==> config.mk <==
export PLATFORM = sky130hd
export DESIGN_NAME = cla_pipe_adder_flat
export DESIGN_NICKNAME = d
export VERILOG_FILES = /design/src/rtl/cla_pipe_adder_if.sv /design/src/rtl/cla_pipe_adder.sv /design/src/flat_wrapper.sv
export SDC_FILE = /design/constraint.sdc
export NUM_CORES = 1
export LEC_CHECK = 0
export BUFFER_PORTS_ARGS = -buffer_cell sky130_fd_sc_hd__buf_2
export CAP_MARGIN = 40
export CORE_ASPECT_RATIO = 1.5
export CORE_MARGIN = 2
export CORE_UTILIZATION = 50
export CTS_CLUSTER_DIAMETER = 80
export CTS_CLUSTER_SIZE = 8
export DETAILED_ROUTE_END_ITERATION = 7
export MAX_ROUTING_LAYER = met4
export PLACE_DENSITY_LB_ADDON = 0.25
export REMOVE_ABC_BUFFERS = 1
export SLEW_MARGIN = 10
export SYNTH_ARGS = -nofsm -noshare
export SYNTH_HDL_FRONTEND = slang
export SYNTH_SLANG_ARGS = --single-unit
==> constraint.sdc <==
create_clock -name clk -period 1.5 [get_ports clk]
set_input_delay 0.15 -clock clk [delete_from_list [all_inputs] [get_ports clk]]
set_output_delay 0.15 -clock clk [all_outputs]
set_load 0.03 [all_outputs]
==> src/rtl/cla_pipe_adder_if.sv <==
// Handshake/data bundle for cla_pipe_adder: upstream operands, downstream result.
interface cla_pipe_adder_if #(
  parameter int unsigned WIDTH = 16
);
  logic             in_valid;
  logic             in_ready;
  logic [WIDTH-1:0] A;
  logic [WIDTH-1:0] B;
  logic             Cin;
  logic             Sub;
  logic             out_valid;
  logic             out_ready;
  logic [WIDTH-1:0] S;
  logic             Cout;
  logic             V;

  modport master (
    output in_valid, A, B, Cin, Sub, out_ready,
    input  in_ready, out_valid, S, Cout, V
  );

  modport slave (
    input  in_valid, A, B, Cin, Sub, out_ready,
    output in_ready, out_valid, S, Cout, V
  );
endinterface

==> src/rtl/cla_pipe_adder.sv <==
// Pipelined carry-lookahead adder/subtractor: one 4-bit lookahead group per stage.
// Define CLA_OVF_EN to build the registered signed-overflow output V (else V=0).
module cla_pipe_adder #(
  parameter int unsigned WIDTH = 16
) (
  input  logic            clk,
  input  logic            rst_n,
  cla_pipe_adder_if.slave bus
);
  localparam int unsigned NG = WIDTH / 4;

  if ((WIDTH < 4) || ((WIDTH % 4) != 0)) begin : g_width_check
    $error("cla_pipe_adder: WIDTH must be a multiple of 4 and at least 4");
  end

  // {carry_out, sum[3:0]} of one 4-bit lookahead group
  function automatic logic [4:0] cla4(input logic [3:0] a, input logic [3:0] b,
                                      input logic ci);
    logic [3:0] g;
    logic [3:0] p;
    logic [4:0] c;
    g    = a & b;
    p    = a ^ b;
    c[0] = ci;
    c[1] = g[0] | (p[0] & ci);
    c[2] = g[1] | (p[1] & g[0]) | (p[1] & p[0] & ci);
    c[3] = g[2] | (p[2] & g[1]) | (p[2] & p[1] & g[0]) | (p[2] & p[1] & p[0] & ci);
    c[4] = g[3] | (p[3] & g[2]) | (p[3] & p[2] & g[1]) | (p[3] & p[2] & p[1] & g[0])
         | (p[3] & p[2] & p[1] & p[0] & ci);
    return {c[4], p ^ c[3:0]};
  endfunction

  logic             valid_q [NG];
  logic             valid_d [NG];
  logic [WIDTH-1:0] a_q     [NG];
  logic [WIDTH-1:0] a_d     [NG];
  logic [WIDTH-1:0] bx_q    [NG];
  logic [WIDTH-1:0] bx_d    [NG];
  logic [WIDTH-1:0] s_q     [NG];
  logic [WIDTH-1:0] s_d     [NG];
  logic             c_q     [NG];
  logic             c_d     [NG];
  logic             advance;
  logic [WIDTH-1:0] bx_in;
  logic [4:0]       grp;

  // Stage k resolves bit group k from the carry registered by stage k-1;
  // operands travel with the partial sum so upper groups stay aligned.
  always_comb begin
    advance = !valid_q[NG-1] || bus.out_ready;
    bx_in   = bus.Sub ? ~bus.B : bus.B;
    grp     = '0;
    for (int unsigned k = 0; k < NG; k++) begin
      valid_d[k] = valid_q[k];
      a_d[k]     = a_q[k];
      bx_d[k]    = bx_q[k];
      s_d[k]     = s_q[k];
      c_d[k]     = c_q[k];
    end
    if (advance) begin
      grp          = cla4(bus.A[3:0], bx_in[3:0], bus.Sub | bus.Cin);
      valid_d[0]   = bus.in_valid;
      a_d[0]       = bus.A;
      bx_d[0]      = bx_in;
      s_d[0]       = '0;
      s_d[0][3:0]  = grp[3:0];
      c_d[0]       = grp[4];
      for (int unsigned k = 1; k < NG; k++) begin
        grp               = cla4(a_q[k-1][4*k +: 4], bx_q[k-1][4*k +: 4], c_q[k-1]);
        valid_d[k]        = valid_q[k-1];
        a_d[k]            = a_q[k-1];
        bx_d[k]           = bx_q[k-1];
        s_d[k]            = s_q[k-1];
        s_d[k][4*k +: 4]  = grp[3:0];
        c_d[k]            = grp[4];
      end
    end
  end

  always_ff @(posedge clk or negedge rst_n) begin
    if (!rst_n) begin
      for (int unsigned k = 0; k < NG; k++) begin
        valid_q[k] <= 1'b0;
        a_q[k]     <= '0;
        bx_q[k]    <= '0;
        s_q[k]     <= '0;
        c_q[k]     <= 1'b0;
      end
    end else begin
      for (int unsigned k = 0; k < NG; k++) begin
        valid_q[k] <= valid_d[k];
        a_q[k]     <= a_d[k];
        bx_q[k]    <= bx_d[k];
        s_q[k]     <= s_d[k];
        c_q[k]     <= c_d[k];
      end
    end
  end

`ifdef CLA_OVF_EN
  // Overflow = carry into MSB xor carry out of MSB, both from the top group.
  function automatic logic ovf4(input logic [3:0] a, input logic [3:0] b, input logic ci);
    logic [4:0] r;
    r = cla4(a, b, ci);
    return (r[3] ^ a[3] ^ b[3]) ^ r[4];
  endfunction

  logic [3:0] top_a;
  logic [3:0] top_b;
  logic       top_c;
  logic       v_q;
  logic       v_d;

  if (NG == 1) begin : g_top_single
    always_comb begin
      top_a = bus.A[WIDTH-1 -: 4];
      top_b = bx_in[WIDTH-1 -: 4];
      top_c = bus.Sub | bus.Cin;
    end
  end else begin : g_top_multi
    always_comb begin
      top_a = a_q[NG-2][WIDTH-1 -: 4];
      top_b = bx_q[NG-2][WIDTH-1 -: 4];
      top_c = c_q[NG-2];
    end
  end

  always_comb begin
    v_d = v_q;
    if (advance) begin
      v_d = ovf4(top_a, top_b, top_c);
    end
  end

  always_ff @(posedge clk or negedge rst_n) begin
    if (!rst_n) begin
      v_q <= 1'b0;
    end else begin
      v_q <= v_d;
    end
  end

  always_comb bus.V = v_q;
`else
  always_comb bus.V = 1'b0;
`endif

  always_comb begin
    bus.in_ready  = advance;
    bus.out_valid = valid_q[NG-1];
    bus.S         = s_q[NG-1];
    bus.Cout      = c_q[NG-1];
  end
endmodule
==> src/flat_wrapper.sv <==
// flat-port wrapper written by rule: the top's interface ports become plain ports
module cla_pipe_adder_flat 
#(
  parameter int unsigned WIDTH = 16
)
  (clk, rst_n, bus_in_valid, bus_A, bus_B, bus_Cin, bus_Sub, bus_out_ready, bus_in_ready, bus_out_valid, bus_S, bus_Cout, bus_V);
  cla_pipe_adder_if #(.WIDTH(WIDTH)) bus_i ();
  input  logic clk;
  input  logic rst_n;
  input wire logic [$bits(bus_i.in_valid)-1:0] bus_in_valid;
  input wire logic [$bits(bus_i.A)-1:0] bus_A;
  input wire logic [$bits(bus_i.B)-1:0] bus_B;
  input wire logic [$bits(bus_i.Cin)-1:0] bus_Cin;
  input wire logic [$bits(bus_i.Sub)-1:0] bus_Sub;
  input wire logic [$bits(bus_i.out_ready)-1:0] bus_out_ready;
  output wire logic [$bits(bus_i.in_ready)-1:0] bus_in_ready;
  output wire logic [$bits(bus_i.out_valid)-1:0] bus_out_valid;
  output wire logic [$bits(bus_i.S)-1:0] bus_S;
  output wire logic [$bits(bus_i.Cout)-1:0] bus_Cout;
  output wire logic [$bits(bus_i.V)-1:0] bus_V;
  assign bus_i.in_valid = bus_in_valid;
  assign bus_i.A = bus_A;
  assign bus_i.B = bus_B;
  assign bus_i.Cin = bus_Cin;
  assign bus_i.Sub = bus_Sub;
  assign bus_i.out_ready = bus_out_ready;
  assign bus_in_ready = bus_i.in_ready;
  assign bus_out_valid = bus_i.out_valid;
  assign bus_S = bus_i.S;
  assign bus_Cout = bus_i.Cout;
  assign bus_V = bus_i.V;
  cla_pipe_adder #(.WIDTH(WIDTH)) u_core (.clk(clk), .rst_n(rst_n), .bus(bus_i));
endmodule
Word level (Yosys, flattened, before mapping)
Cells that the tools add are included.
{"block": "word_totals", "regBits": 144, "latch_bits": 0, "ramBits": 0, "mem_bits_ro": 0, "input_bits": 38, "elab_cells": 139, "n_memories": 0}
{"block": "classes", "n_addsub": 0, "multipliers": 0, "div_mod_pow": 0, "order_cmp": 0, "eq_ne": 0, "n_shift": 0, "muxes": 1, "n_bitwise": 118, "reduce_logical": 2}
{"operator": "1-bit bitwise AND", "count": 64}
{"operator": "1-bit bitwise OR", "count": 41}
{"operator": "4-bit XOR", "count": 8}
{"operator": "4-bit bitwise AND", "count": 4}
{"operator": "16-bit 2-to-1 mux", "count": 1}
{"operator": "16-bit inverter", "count": 1}
{"operator": "1-bit logical NOT", "count": 1}
{"operator": "1-bit logical OR", "count": 1}

Depth between registers and ports, before layout
{"block": "depth", "word_depth": 8, "ltp_mapped": 8}

Least setup slack after synthesis
Ideal clock, no wire load.
{"block": "synth_path", "path_kind": "input to register", "start": "in bus_Sub", "end": "reg u_core.c_q[3] in the netlist's numbering", "setup_time_ps": 124, "arrival_time_ps": 1533, "t_required_ps": 1376, "slack_ps": -157, "cell_stages": 8, "n_path_buf": 2, "cell_sequence": "buf_6 > buf_4 > xor2_1 > ha_1 > o21ai_0 > a21oi_1 > o21a_1 > o31a_1"}
{"block": "synth_via", "elab_chain_cells": 7, "elab_cells_between_ends": 15, "cone_classes": "mux (1); bitwise (14)"}
{"item": "start: declaration", "line_no": "flat_wrapper.sv:14", "text": "input wire logic [$bits(bus_i.Sub)-1:0] bus_Sub;"}
{"item": "16-bit 2-to-1 mux", "line_no": "cla_pipe_adder.sv:51", "text": "bx_in = bus.Sub ? ~bus.B : bus.B;"}
{"item": "4-bit XOR / 4-bit bitwise AND (equally long branches)", "line_no": "cla_pipe_adder.sv:23, cla_pipe_adder.sv:22"}
{"item": "1-bit bitwise AND, on equally long branches", "line_no": "cla_pipe_adder.sv:28, cla_pipe_adder.sv:29"}
{"item": "1-bit bitwise OR, or another cell as far along (2 in a row)", "line_no": "cla_pipe_adder.sv:28", "text": "c[4] = g[3] | (p[3] & g[2]) | (p[3] & p[2] & g[1]) | (p[3] & p[2] & p[1] & g[0])"}
{"item": "1-bit bitwise OR / 1-bit bitwise AND (equally long branches)", "line_no": "cla_pipe_adder.sv:28, cla_pipe_adder.sv:29"}
{"item": "1-bit bitwise OR (*)", "line_no": "cla_pipe_adder.sv:29", "text": "| (p[3] & p[2] & p[1] & p[0] & ci);"}
{"item": "end signal: indexed assignment", "line_no": "cla_pipe_adder.sv:95", "text": "c_q[k] <= c_d[k];"}
{"item": "end: declaration", "line_no": "cla_pipe_adder.sv:41", "text": "logic c_q [NG];"}
Every way passes the cells marked *; elsewhere a longest branch is shown, timed or not.
A chain may end at the register's enable or synchronous reset.

Worst setup path in the final report
{"block": "layout_path", "start": "reg u_core.valid_q, in the netlist u_core.bus.out_valid", "end": "out bus_in_ready"}
{"block": "layout_via", "elab_chain_cells": 2}
{"item": "start: declaration", "line_no": "cla_pipe_adder.sv:33", "text": "logic valid_q [NG];"}
{"item": "start signal: indexed assignment", "line_no": "cla_pipe_adder.sv:91", "text": "valid_q[k] <= valid_d[k];"}
{"item": "1-bit logical NOT", "line_no": "cla_pipe_adder.sv:50", "text": "advance = !valid_q[NG-1] || bus.out_ready;"}
{"item": "1-bit logical OR", "line_no": "cla_pipe_adder.sv:50"}
{"item": "end: declaration", "line_no": "flat_wrapper.sv:16", "text": "output wire logic [$bits(bus_i.in_ready)-1:0] bus_in_ready;"}
Every way passes these cells.

==> run_results.csv <==
group,metric,value,unit
sta,rsz0062_at_grt,"false",
synth,synth_compound_area_share,8.307,%
synth,synthMuxAreaShare,0,%
route,wl_per_cell,11.98,microns
synth,synth_top_family_by_area,"simple AND/OR/NAND/NOR gates",
sta,setup_tns,0,ps
synth,syn_avg_cell_area,9.303,sq um
die,die_w,80.84,microns
final_layout,antennaDiodeCount,0,
route,antenna_left,0,
synth,seq_area_frac_synth,54.25,%
power_and_ir_drop,p_leak,0.002623,uW
synth,synth-seq-cells,96,
synth,yosys_most_used_dff,"dfrtp_1",
die,coreArea,0.008723,sq mm
synth,synth_top_area_cell,"dfrtp_1",
route,vias,3061,
synth,synthAdderAreaFrac,6.895,%
critical_path,cp.required,1350,ps
route,routed_wl,7610,microns
sta,setup_viol,0,
final_layout,drive_gt1_share,18.29,%
grt,antenna_found_initial,0,
route,dr.pass1.iters,4,
synth,synth-simple-area-share,18.56,%
die,std_cell_rows,42,
clocking,cts_tree,"built",
outcome,status,"finished, final reports clean",
sta,maxSlewViolCount,0,
power_and_ir_drop,p_per_area,2107,mW/mm^2
clocking,clk_latency,340,ps
sta,finalCritPeriodShare,95.57,%
route,drtIter0Drc,174,
synth,yosys_warnings,0,
die,io_pins,58,
sta,timing.hold.ws,5.423,ps
grt,gr-total-overflow,0,
critical_path,critPathKind,"reg -> out",
critical_path,cp_max_fo,30,
place,portBuffers,56,
clocking,htreeDepth,3,
die,start_util,50.76,%
sta,fin_crit,1434,ps
job,cap_violations,0,
critical_path,crit_path_end_kind,"output port",
clocking,cts_root_buf,"clkbuf_16",
grt,grt_max_degree,68,
synth,async_flop_share,100.0,%
grt,grtUsageTotal,18.15,%
place,dp_hpwl,5132,microns
die,dieArea,0.009640,sq mm
clocking,clk_path_buf_depth,2,
grt,grt_pass1_wl,13210,microns
clocking,cts_buffers,9,
synth,synth_edf_count,0,
final_layout,final_core_util,58.96,%
critical_path,critPathLaunchType,"flop",
sta,finalHoldViolations,0,
synth,synth_xor_area_share,4.747,%
route,drc,0,
clocking,cts.sinks,96,
sta,fmax,697.6,MHz
die,die_y,119.3,microns
min_path,hold_class,"in -> reg",
synth,synth_cell_type_count,27,
route,vias_per_cell,4.820,
sta,clock_skew,5.181,ps
place,gp_congestion,0.7957,
final_layout,layout.nets,580,
synth,synthCells,476,
synth,synth_top_area_share,54.25,%
power_and_ir_drop,vdd_drop_max,0.7702,mV
critical_path,cp.arrival,1280,ps
grt,first_global_vias,2992,
clocking,clkTransAtPathRegs,60,ps
final_layout,area_growth,16.16,%
synth,netlist_top_cells_area,"dfrtp_1 54%, nand2_1 17%, ha_1 5.1%, buf_4 3.4%, o21ai_0 3.2%",
synth,netlist_area,0.004428,sq mm
-- through the flow --
stage          cell area (sq um)  setup slack [ps]  total power, uW  instances
4_1_cts                     5070             1.654            10720        633
6_report                    5144             66.44            10840        635
3_5_place_dp                4732            -109.9             8292        615
5_1_grt                     5144            0.4827            11690        635
2_1_floorplan               4156             -4318             7173        436
3_3_place_gp                4732            -28.86             8118        615
-- Yosys cell counts (all sizes together) (2+ instances only) --
master and instances:
a211oi 6, a21o 3, a21oi 16, buf 37, clkbuf 3, dfrtp 96
fa 4, ha 18, inv 12, nand2 201, nor2 12, nor3 2
o21ai 33, o21bai 3, xnor2 15, xor2 9
-- kinds of logic (layout without fill, tap and decap cells) --
family / Yosys count / count (layout)
compound gates: 64 / 64
flops: 96 / 96
other cells: 1 / 1
xor+xnor: 24 / 24
simple gates: 217 / 217
buf+inv: 52 / 101
fa+ha+maj: 22 / 22
-- flip-flops by register name, summed over array words and instances (netlist names) --
name,flops
u_core.a_q,24
u_core.bx_q,24
u_core.s_q,24
u_core.bus.S,16
u_core.c_q,3
u_core.valid_q,3
u_core.bus.Cout,1
u_core.bus.out_valid,1
-- cell type report --
class	instances	area [sq um]
inverter	12	45.04
timing repair buffer	73	471.7
fill	803	3580
multi-input combinational	328	1785
clock buffer	14	264.0
tap	110	137.6
sequential	96	2402
clock inverter	2	37.54
-- worst max-delay path, cell delays in order, from the launching register on --
cell	delay, ps
dfrtp_1	370
nor2b_4	140
inv_2	100
buf_12	180
buf_6	150
-- cells in the final DEF (no fill, tap or decap), types with 11 or more instances in the layout --
master,n
buf_4,12
a21oi_1,16
ha_1,14
inv_1,11
xnor2_1,15
nor2_1,12
buf_2,54
o21ai_0,24
dfrtp_1,96
nand2_1,201
-- power by group --
part / internal [uW] / total (uW) / switching [uW]
clock network: 1390 / 2300 / 919
registers: 3750 / 4410 / 657
logic: 1710 / 4120 / 2410
-- routing by layer --
metal	vias up	part of all wire (%)	global-route usage (%)
li1	1574	-	-
met1	1434	44	22.03
met2	43	51	29.75
met3	10	3.0	2.955
met4	0	2.0	7.627
met5	-	0	-
-- timing repair --
| item | in CTS | in global routing |
|---|---|---|
| hold buffers | 2 | 0 |
| resized for setup | 5 | 9 |
| setup buffers | 0 | 2 |
| pin swaps | 0 | 6 |
| endpoints found under the hold margin | 31 | 0 |
| setup endpoints to repair | 5 | 7 |
-- final timing paths --
kind | slack, ps | depth (start not counted) | startpoint | to
max in group asynchronous | 680 | 3 | rst_n | u_core.bus.S[3]
setup reg to reg | 100 | 5 | u_core.a_q[41] | u_core.s_q[27]
setup / recovery | 70 | 4 | u_core.bus.out_valid | bus_in_ready
hold reg to reg | 460 | 2 | u_core.valid_q[1] | u_core.valid_q[1]
hold / removal | 5 | 3 | bus_A[9] | u_core.a_q[57]
min in group asynchronous | 290 | 2 | rst_n | u_core.s_q[21]
Note: power is estimated with default switching activity, not from simulation.
